--- src/rtl/mem_ctrl_pkg.sv ---
// Shared op codes, FSM state encoding and stack-pointer constants for the
// memory access controller.
package mem_ctrl_pkg;

    localparam int unsigned OP_W    = 3;
    localparam int unsigned STATE_W = 2;
    localparam int unsigned SP_SEL_W = 2;

    localparam logic [OP_W-1:0] OP_NOP    = 3'b000;
    localparam logic [OP_W-1:0] OP_LOAD   = 3'b001;
    localparam logic [OP_W-1:0] OP_STORE  = 3'b010;
    localparam logic [OP_W-1:0] OP_PUSH   = 3'b011;
    localparam logic [OP_W-1:0] OP_POP    = 3'b100;
    localparam logic [OP_W-1:0] OP_PUSH32 = 3'b101;
    localparam logic [OP_W-1:0] OP_POP32  = 3'b110;
    localparam logic [OP_W-1:0] OP_RSVD   = 3'b111;

    localparam logic [STATE_W-1:0] ST_IDLE  = 2'b00;
    localparam logic [STATE_W-1:0] ST_WORD0 = 2'b01;
    localparam logic [STATE_W-1:0] ST_WORD1 = 2'b10;
    localparam logic [STATE_W-1:0] ST_DONE  = 2'b11;

    localparam logic [15:0] SP_RESET_DEFAULT = 16'hFFFF;

    localparam logic [SP_SEL_W-1:0] SP_INC1 = 2'b00;
    localparam logic [SP_SEL_W-1:0] SP_INC2 = 2'b01;
    localparam logic [SP_SEL_W-1:0] SP_DEC1 = 2'b10;
    localparam logic [SP_SEL_W-1:0] SP_DEC2 = 2'b11;

    // NOP and the reserved code are accepted but never touch memory
    function automatic logic op_is_access(input logic [OP_W-1:0] op);
        return (op != OP_NOP) && (op != OP_RSVD);
    endfunction

    function automatic logic op_is_double(input logic [OP_W-1:0] op);
        return (op == OP_PUSH32) || (op == OP_POP32);
    endfunction

endpackage

--- src/rtl/stack_pointer.sv ---
// Stack pointer register with modulo +1/+2/-1/-2 update.
module stack_pointer
    import mem_ctrl_pkg::*;
#(
    parameter int unsigned     WIDTH       = 16,
    parameter logic [WIDTH-1:0] RESET_VALUE = WIDTH'(SP_RESET_DEFAULT)
) (
    input  logic                i_clk,
    input  logic                i_reset,
    input  logic                i_update,
    input  logic [SP_SEL_W-1:0] i_sel,
    output logic [WIDTH-1:0]    o_sp
);

    logic [WIDTH-1:0] r_sp;
    logic [WIDTH-1:0] w_sp_next;

    always_comb begin
        w_sp_next = r_sp;
        case (i_sel)
            SP_INC1: w_sp_next = r_sp + WIDTH'(1);
            SP_INC2: w_sp_next = r_sp + WIDTH'(2);
            SP_DEC1: w_sp_next = r_sp - WIDTH'(1);
            SP_DEC2: w_sp_next = r_sp - WIDTH'(2);
            default: w_sp_next = r_sp;
        endcase
    end

    always_ff @(posedge i_clk) begin
        if (i_reset) begin
            r_sp <= RESET_VALUE;
        end else if (i_update) begin
            r_sp <= w_sp_next;
        end
    end

    assign o_sp = r_sp;

endmodule

--- src/rtl/memory_access_controller.sv ---
// Sequences LOAD/STORE and 16/32-bit stack operations onto a single-port
// data memory, one word per cycle, with registered memory strobes.
module memory_access_controller
    import mem_ctrl_pkg::*;
#(
    parameter int unsigned           ADDR_WIDTH = 16,
    parameter int unsigned           DATA_WIDTH = 16,
    parameter logic [ADDR_WIDTH-1:0] SP_RESET   = ADDR_WIDTH'(SP_RESET_DEFAULT)
) (
    input  logic                    i_clk,
    input  logic                    i_reset,
    input  logic                    i_req_valid,
    input  logic [OP_W-1:0]         i_op,
    input  logic [ADDR_WIDTH-1:0]   i_address,
    input  logic [2*DATA_WIDTH-1:0] i_write_data,
    output logic                    o_ready,
    output logic                    o_done,
    output logic [2*DATA_WIDTH-1:0] o_read_data,
    output logic [ADDR_WIDTH-1:0]   o_sp,
    output logic [ADDR_WIDTH-1:0]   o_mem_address,
    output logic [DATA_WIDTH-1:0]   o_mem_write_data,
    output logic                    o_mem_read,
    output logic                    o_mem_write,
    input  logic [DATA_WIDTH-1:0]   i_mem_read_data
);

    logic [STATE_W-1:0]      r_state,      w_state_next;
    logic [OP_W-1:0]         r_op,         w_op_next;
    logic [DATA_WIDTH-1:0]   r_wdata_lo,   w_wdata_lo_next;
    logic [DATA_WIDTH-1:0]   r_read_lo,    w_read_lo_next;
    logic                    r_ready,      w_ready_next;
    logic                    r_done,       w_done_next;
    logic                    r_mem_read,   w_mem_read_next;
    logic                    r_mem_write,  w_mem_write_next;
    logic [ADDR_WIDTH-1:0]   r_mem_addr,   w_mem_addr_next;
    logic [DATA_WIDTH-1:0]   r_mem_wdata,  w_mem_wdata_next;
    logic [2*DATA_WIDTH-1:0] r_read_data,  w_read_data_next;

    logic                    w_sp_update;
    logic [SP_SEL_W-1:0]     w_sp_sel;
    logic [ADDR_WIDTH-1:0]   w_sp;
    logic [ADDR_WIDTH-1:0]   w_sp_p1;
    logic [ADDR_WIDTH-1:0]   w_sp_p2;
    logic [ADDR_WIDTH-1:0]   w_sp_m1;

    assign w_sp_p1 = w_sp + ADDR_WIDTH'(1);
    assign w_sp_p2 = w_sp + ADDR_WIDTH'(2);
    assign w_sp_m1 = w_sp - ADDR_WIDTH'(1);

    stack_pointer #(
        .WIDTH       (ADDR_WIDTH),
        .RESET_VALUE (SP_RESET)
    ) u_stack_pointer (
        .i_clk    (i_clk),
        .i_reset  (i_reset),
        .i_update (w_sp_update),
        .i_sel    (w_sp_sel),
        .o_sp     (w_sp)
    );

    // Next-state and next-output logic; memory strobes are computed one
    // cycle ahead so they appear registered in WORD0/WORD1.
    always_comb begin
        w_state_next     = r_state;
        w_op_next        = r_op;
        w_wdata_lo_next  = r_wdata_lo;
        w_read_lo_next   = r_read_lo;
        w_ready_next     = 1'b0;
        w_done_next      = 1'b0;
        w_mem_read_next  = 1'b0;
        w_mem_write_next = 1'b0;
        w_mem_addr_next  = r_mem_addr;
        w_mem_wdata_next = r_mem_wdata;
        w_read_data_next = r_read_data;
        w_sp_update      = 1'b0;
        w_sp_sel         = SP_INC1;

        case (r_state)
            ST_IDLE: begin
                w_ready_next = 1'b1;
                if (i_req_valid && r_ready && op_is_access(i_op)) begin
                    w_state_next    = ST_WORD0;
                    w_ready_next    = 1'b0;
                    w_op_next       = i_op;
                    w_wdata_lo_next = i_write_data[DATA_WIDTH-1:0];
                    case (i_op)
                        OP_LOAD: begin
                            w_mem_read_next = 1'b1;
                            w_mem_addr_next = i_address;
                        end
                        OP_STORE: begin
                            w_mem_write_next = 1'b1;
                            w_mem_addr_next  = i_address;
                            w_mem_wdata_next = i_write_data[DATA_WIDTH-1:0];
                        end
                        OP_PUSH: begin
                            w_mem_write_next = 1'b1;
                            w_mem_addr_next  = w_sp;
                            w_mem_wdata_next = i_write_data[DATA_WIDTH-1:0];
                        end
                        OP_PUSH32: begin
                            w_mem_write_next = 1'b1;
                            w_mem_addr_next  = w_sp;
                            w_mem_wdata_next = i_write_data[2*DATA_WIDTH-1:DATA_WIDTH];
                        end
                        default: begin
                            w_mem_read_next = 1'b1;
                            w_mem_addr_next = w_sp_p1;
                        end
                    endcase
                end
            end
            ST_WORD0: begin
                if (op_is_double(r_op)) begin
                    w_state_next = ST_WORD1;
                    if (r_op == OP_PUSH32) begin
                        w_mem_write_next = 1'b1;
                        w_mem_addr_next  = w_sp_m1;
                        w_mem_wdata_next = r_wdata_lo;
                    end else begin
                        w_mem_read_next = 1'b1;
                        w_mem_addr_next = w_sp_p2;
                        w_read_lo_next  = i_mem_read_data;
                    end
                end else begin
                    w_state_next = ST_DONE;
                    w_done_next  = 1'b1;
                    if ((r_op == OP_LOAD) || (r_op == OP_POP)) begin
                        w_read_data_next = {{DATA_WIDTH{1'b0}}, i_mem_read_data};
                    end
                end
            end
            ST_WORD1: begin
                w_state_next = ST_DONE;
                w_done_next  = 1'b1;
                if (r_op == OP_POP32) begin
                    w_read_data_next = {i_mem_read_data, r_read_lo};
                end
            end
            ST_DONE: begin
                w_state_next = ST_IDLE;
                w_ready_next = 1'b1;
                // SP moves only as the operation retires, so a reset earlier aborts cleanly
                case (r_op)
                    OP_PUSH:   begin w_sp_update = 1'b1; w_sp_sel = SP_DEC1; end
                    OP_POP:    begin w_sp_update = 1'b1; w_sp_sel = SP_INC1; end
                    OP_PUSH32: begin w_sp_update = 1'b1; w_sp_sel = SP_DEC2; end
                    OP_POP32:  begin w_sp_update = 1'b1; w_sp_sel = SP_INC2; end
                    default:   w_sp_update = 1'b0;
                endcase
            end
            default: begin
                w_state_next = ST_IDLE;
                w_ready_next = 1'b1;
            end
        endcase
    end

    always_ff @(posedge i_clk) begin
        if (i_reset) begin
            r_state     <= ST_IDLE;
            r_op        <= OP_NOP;
            r_wdata_lo  <= '0;
            r_read_lo   <= '0;
            r_ready     <= 1'b1;
            r_done      <= 1'b0;
            r_mem_read  <= 1'b0;
            r_mem_write <= 1'b0;
            r_mem_addr  <= '0;
            r_mem_wdata <= '0;
            r_read_data <= '0;
        end else begin
            r_state     <= w_state_next;
            r_op        <= w_op_next;
            r_wdata_lo  <= w_wdata_lo_next;
            r_read_lo   <= w_read_lo_next;
            r_ready     <= w_ready_next;
            r_done      <= w_done_next;
            r_mem_read  <= w_mem_read_next;
            r_mem_write <= w_mem_write_next;
            r_mem_addr  <= w_mem_addr_next;
            r_mem_wdata <= w_mem_wdata_next;
            r_read_data <= w_read_data_next;
        end
    end

    assign o_ready          = r_ready;
    assign o_done           = r_done;
    assign o_read_data      = r_read_data;
    assign o_sp             = w_sp;
    assign o_mem_address    = r_mem_addr;
    assign o_mem_write_data = r_mem_wdata;
    assign o_mem_read       = r_mem_read;
    assign o_mem_write      = r_mem_write;

endmodule

--- config.mk ---
export PLATFORM = sky130hd
export DESIGN_NAME = memory_access_controller
export DESIGN_NICKNAME = d
export VERILOG_FILES = /design/src/rtl/mem_ctrl_pkg.sv /design/src/rtl/stack_pointer.sv /design/src/rtl/memory_access_controller.sv
export SDC_FILE = /design/constraint.sdc
export NUM_CORES = 1
export LEC_CHECK = 0
export CAP_MARGIN = 25
export CORE_MARGIN = 5
export CORE_UTILIZATION = 33
export CTS_CLUSTER_DIAMETER = 50
export DETAILED_ROUTE_END_ITERATION = 10
export GPL_ROUTABILITY_DRIVEN = 0
export PLACE_DENSITY_LB_ADDON = 0.05
export SLEW_MARGIN = 10
export SYNTH_ARGS = -nofsm -noshare
export SYNTH_HDL_FRONTEND = slang
export SYNTH_SLANG_ARGS = --single-unit
--- constraint.sdc ---
create_clock -name i_clk -period 4.85 [get_ports i_clk]
set_input_delay 0.97 -clock i_clk [delete_from_list [all_inputs] [get_ports i_clk]]
set_output_delay 0.97 -clock i_clk [all_outputs]
set_load 0.05 [all_outputs]
==> run summary <==
Largest cells by area after synthesis -> dfxtp_1, mux2i_1, nand2_1
Max H-tree Level -> 4
Starting density of the core -> 33.3%
Antenna viol nets, final -> 0
Die X -> 161 um
RSZ-0062 raised after global routing -> false
Post-synthesis cell area -> 0.00752 mm2
Core ar. -> 0.0226 mm2
Sequential area share after synthesis -> 32.2%
Drt total wl -> 28.2 mm
CTS tree -> done
Grt total ovfl -> 0
Reg2reg start -> u_stack_pointer.o_sp[0]
Crit-path max FO -> 15
Mapped Nets -> 1055
Headroom to the max-slew limit -> 32.5%
TritonCTS buffer count -> 17
Setup TNS -> 0 ns
Highest Clock Rate -> 283 MHz
Vias in the first global route -> 7448
Final worst path period share -> 72.9%
Hold buffers post-CTS -> 0
Global-route wire length before repair -> 43.8 mm
Min-Delay Path Class -> flop to flop
Max-slew violations -> 0
Die H -> 161 um
Hold path start -> r_read_lo[10]
Dominant synthesized flop cell -> dfxtp_1
Register clock-pin slew on the reported worst setup and hold paths -> 0.07 ns
Largest area contributor in the netlist -> dfxtp_1
Routed WL per cell -> 20.7 um
Total power per unit cell area -> 450 mW/mm2
MaxCap Viol Count -> 0
Final setup vio count -> 0
Port Buffers -> 153
Critical path origin -> u_stack_pointer.o_sp[0]
Clk Latency, worst-skew pair -> 0.43 ns
First DRT Iteration DRCs -> 593
Antenna violations before repair -> 1
Avg Inst Size Synth -> 7.71 um2
Cts repair resizes -> 0
Leak -> 0.00348 uW
Via density per instance -> 5.68
Design Power -> 4380 uW
Distinct cell type count after synthesis -> 68
Final Critical Period -> 3.53 ns
Status -> finished clean
Post-CTS Setup Bufs -> 0
Synth warn -> 0
Max clock buf depth -> 2
Fin nets -> 1144
Fill count -> 2340
Max IR drop VDD -> 216 uV
Root Driver -> clkbuf_16
Slew @ Worst Pin -> 1.00 ns
Critical Path AT -> 3.81 ns
Fin. Hold Viols -> 0
Number of synthesized flops with an enable pin -> 0
GRT Util Overall -> 21.3%
Crit path kind -> flop to flop
Dpl hpwl -> 19.7 mm
Mapped Cells -> 976
I/O pins -> 154
Worst Clk Skew -> 0.0119 ns
Row count -> 55
# DRC -> 0
Drt first pass iters -> 5
Synth top area share -> 32.2%
Vias -> 7748
Fraction of layout cells with a size suffix above 1 -> 7.24%
Pin count of the biggest net entering global routing -> 64
Die footprint -> 0.0259 mm2
Worst hold margin -> 0.455 ns
#FFs+latches synth -> 121
Sink Count -> 121
Asr flop ratio synth -> 0%
Area Growth Syn to Fin -> 29.2%
Critical Path RT -> 5.13 ns
Crit path capture type -> flop
Startpoint types -> flop
-- routing by layer --
| layer | track usage [%] | wire [um] | vias up |
|---|---|---|---|
| li1 | - | - | 3738 |
| met3 | 5.00 | 2060 | 50 |
| met1 | 27.8 | 12100 | 3652 |
| met4 | 7.25 | 794 | 0 |
| met2 | 34.9 | 13300 | 308 |
| met5 | 0 | 0 | - |
-- cell usage after synthesis, types with 4 or more instances --
cell type    n
dfxtp_1    121
nand2_1    110
nor2_1     107
clkbuf_1    76
a21oi_1     73
mux2i_1     73
o21ai_0     53
nand3_1     34
a211oi_1    30
nor3_1      29
xnor2_1     18
a22oi_1     15
a221oi_1    14
a31oi_1     13
o22ai_1     12
inv_1       11
buf_1       10
mux2_2      10
ha_1         9
nor4_1       9
xor2_1       9
and3_1       8
buf_2        8
nand2b_1     8
nand4_1      8
o221ai_1     8
o211ai_1     7
a22o_1       6
nor2b_1      6
o31ai_1      6
nand3b_1     5
o2bb2ai_1    5
o21bai_1     4
o22a_1       4
o31a_1       4
or2_2        4
-- critical path, stage by stage, from the launching register on --
cell and delay, ns:
dfxtp_1 0.55, inv_1 0.34, ha_1 0.44, or4b_2 0.70, nor4_1 0.73, o221a_2 0.34, o21ai_0 0.09, o22ai_1 0.15
nor2_1 0.05
-- power breakdown --
part           leakage [uW]  internal (uW)  switching [uW]
Clock              0.000275            684             582
Sequential         0.000982           1140             115
Combinational       0.00223            661            1200
-- area by class of cell --
| type | instances | area, um2 | share of cell area, % |
|---|---|---|---|
| clock buffers | 17 | 425 | 4.38 |
| well taps | 285 | 357 | 3.67 |
| multi-input cells | 746 | 4690 | 48.2 |
| repair buffers | 167 | 1630 | 16.8 |
| inverters | 12 | 45.0 | 0.463 |
| flip-flops and latches | 121 | 2420 | 24.9 |
| diodes | 1 | 2.50 | 0.0257 |
| clock inverters | 15 | 146 | 1.51 |
-- sequential cells by signal, indices dropped and copies added, names as in the netlist --
signal                cells
o_done                    1
o_mem_address            16
o_mem_read                1
o_mem_write               1
o_mem_write_data         16
o_read_data              32
o_ready                   1
r_op                      3
r_read_lo                16
r_state                   2
r_wdata_lo               16
u_stack_pointer.o_sp     16
-- path summary, 6_finish.rpt --
check | cells past startpoint | end | slack (ns)
worst max-delay path | 8 | o_mem_address[12] | 1.32
worst min-delay path | 2 | r_read_lo[10] | 0.46
worst max register to register | 8 | o_mem_address[12] | 1.32
worst min register to register | 2 | r_read_lo[10] | 0.46
-- cells in the final DEF, fill, tap and decap left out, types with 4 or more instances in the layout --
cell type / count
a211oi_1: 30
a21oi_1: 72
a221oi_1: 14
a22o_1: 6
a22oi_1: 15
a31oi_1: 13
and3_1: 8
buf_4: 15
clkbuf_16: 17
clkdlybuf4s50_1: 152
dfxtp_1: 121
ha_1: 8
inv_1: 11
inv_6: 4
inv_8: 6
mux2_2: 10
mux2i_1: 73
nand2_1: 110
nand2b_1: 8
nand3_1: 34
nand3b_1: 5
nand4_1: 8
nor2_1: 107
nor2b_1: 6
nor3_1: 29
nor4_1: 9
o211ai_1: 7
o21ai_0: 53
o21bai_1: 4
o221ai_1: 8
o22a_1: 4
o22ai_1: 12
o2bb2ai_1: 5
o31a_1: 4
o31ai_1: 5
or2_2: 4
xnor2_1: 18
xor2_1: 9
-- cell families after synthesis --
group / Yosys count / share of synthesized area (%)
flip-flops: 121 / 32.2
AO/OA/AOI/OAI: 283 / 25.2
AND/OR/NAND/NOR: 344 / 21.0
adder cells (fa/ha/maj): 9 / 1.50
XOR/XNOR: 27 / 3.14
multiplexers: 83 / 11.2
buffers and inverters: 109 / 5.74
-- stage by stage --
step                      setup slack (ns)  instance area (um2)  std cells  util (%)
final                                 1.32                 9720       1364      43.1
after global placement                1.15                 9150       1331      40.5
after global routing                  1.15                 9720       1364      43.1
after floorplan                       1.95                 7520        976         -
after CTS                             1.31                 9720       1363      43.1
after detailed placement              1.11                 9150       1331      40.5
No activity file was read; power rests on OpenSTA's default activity.
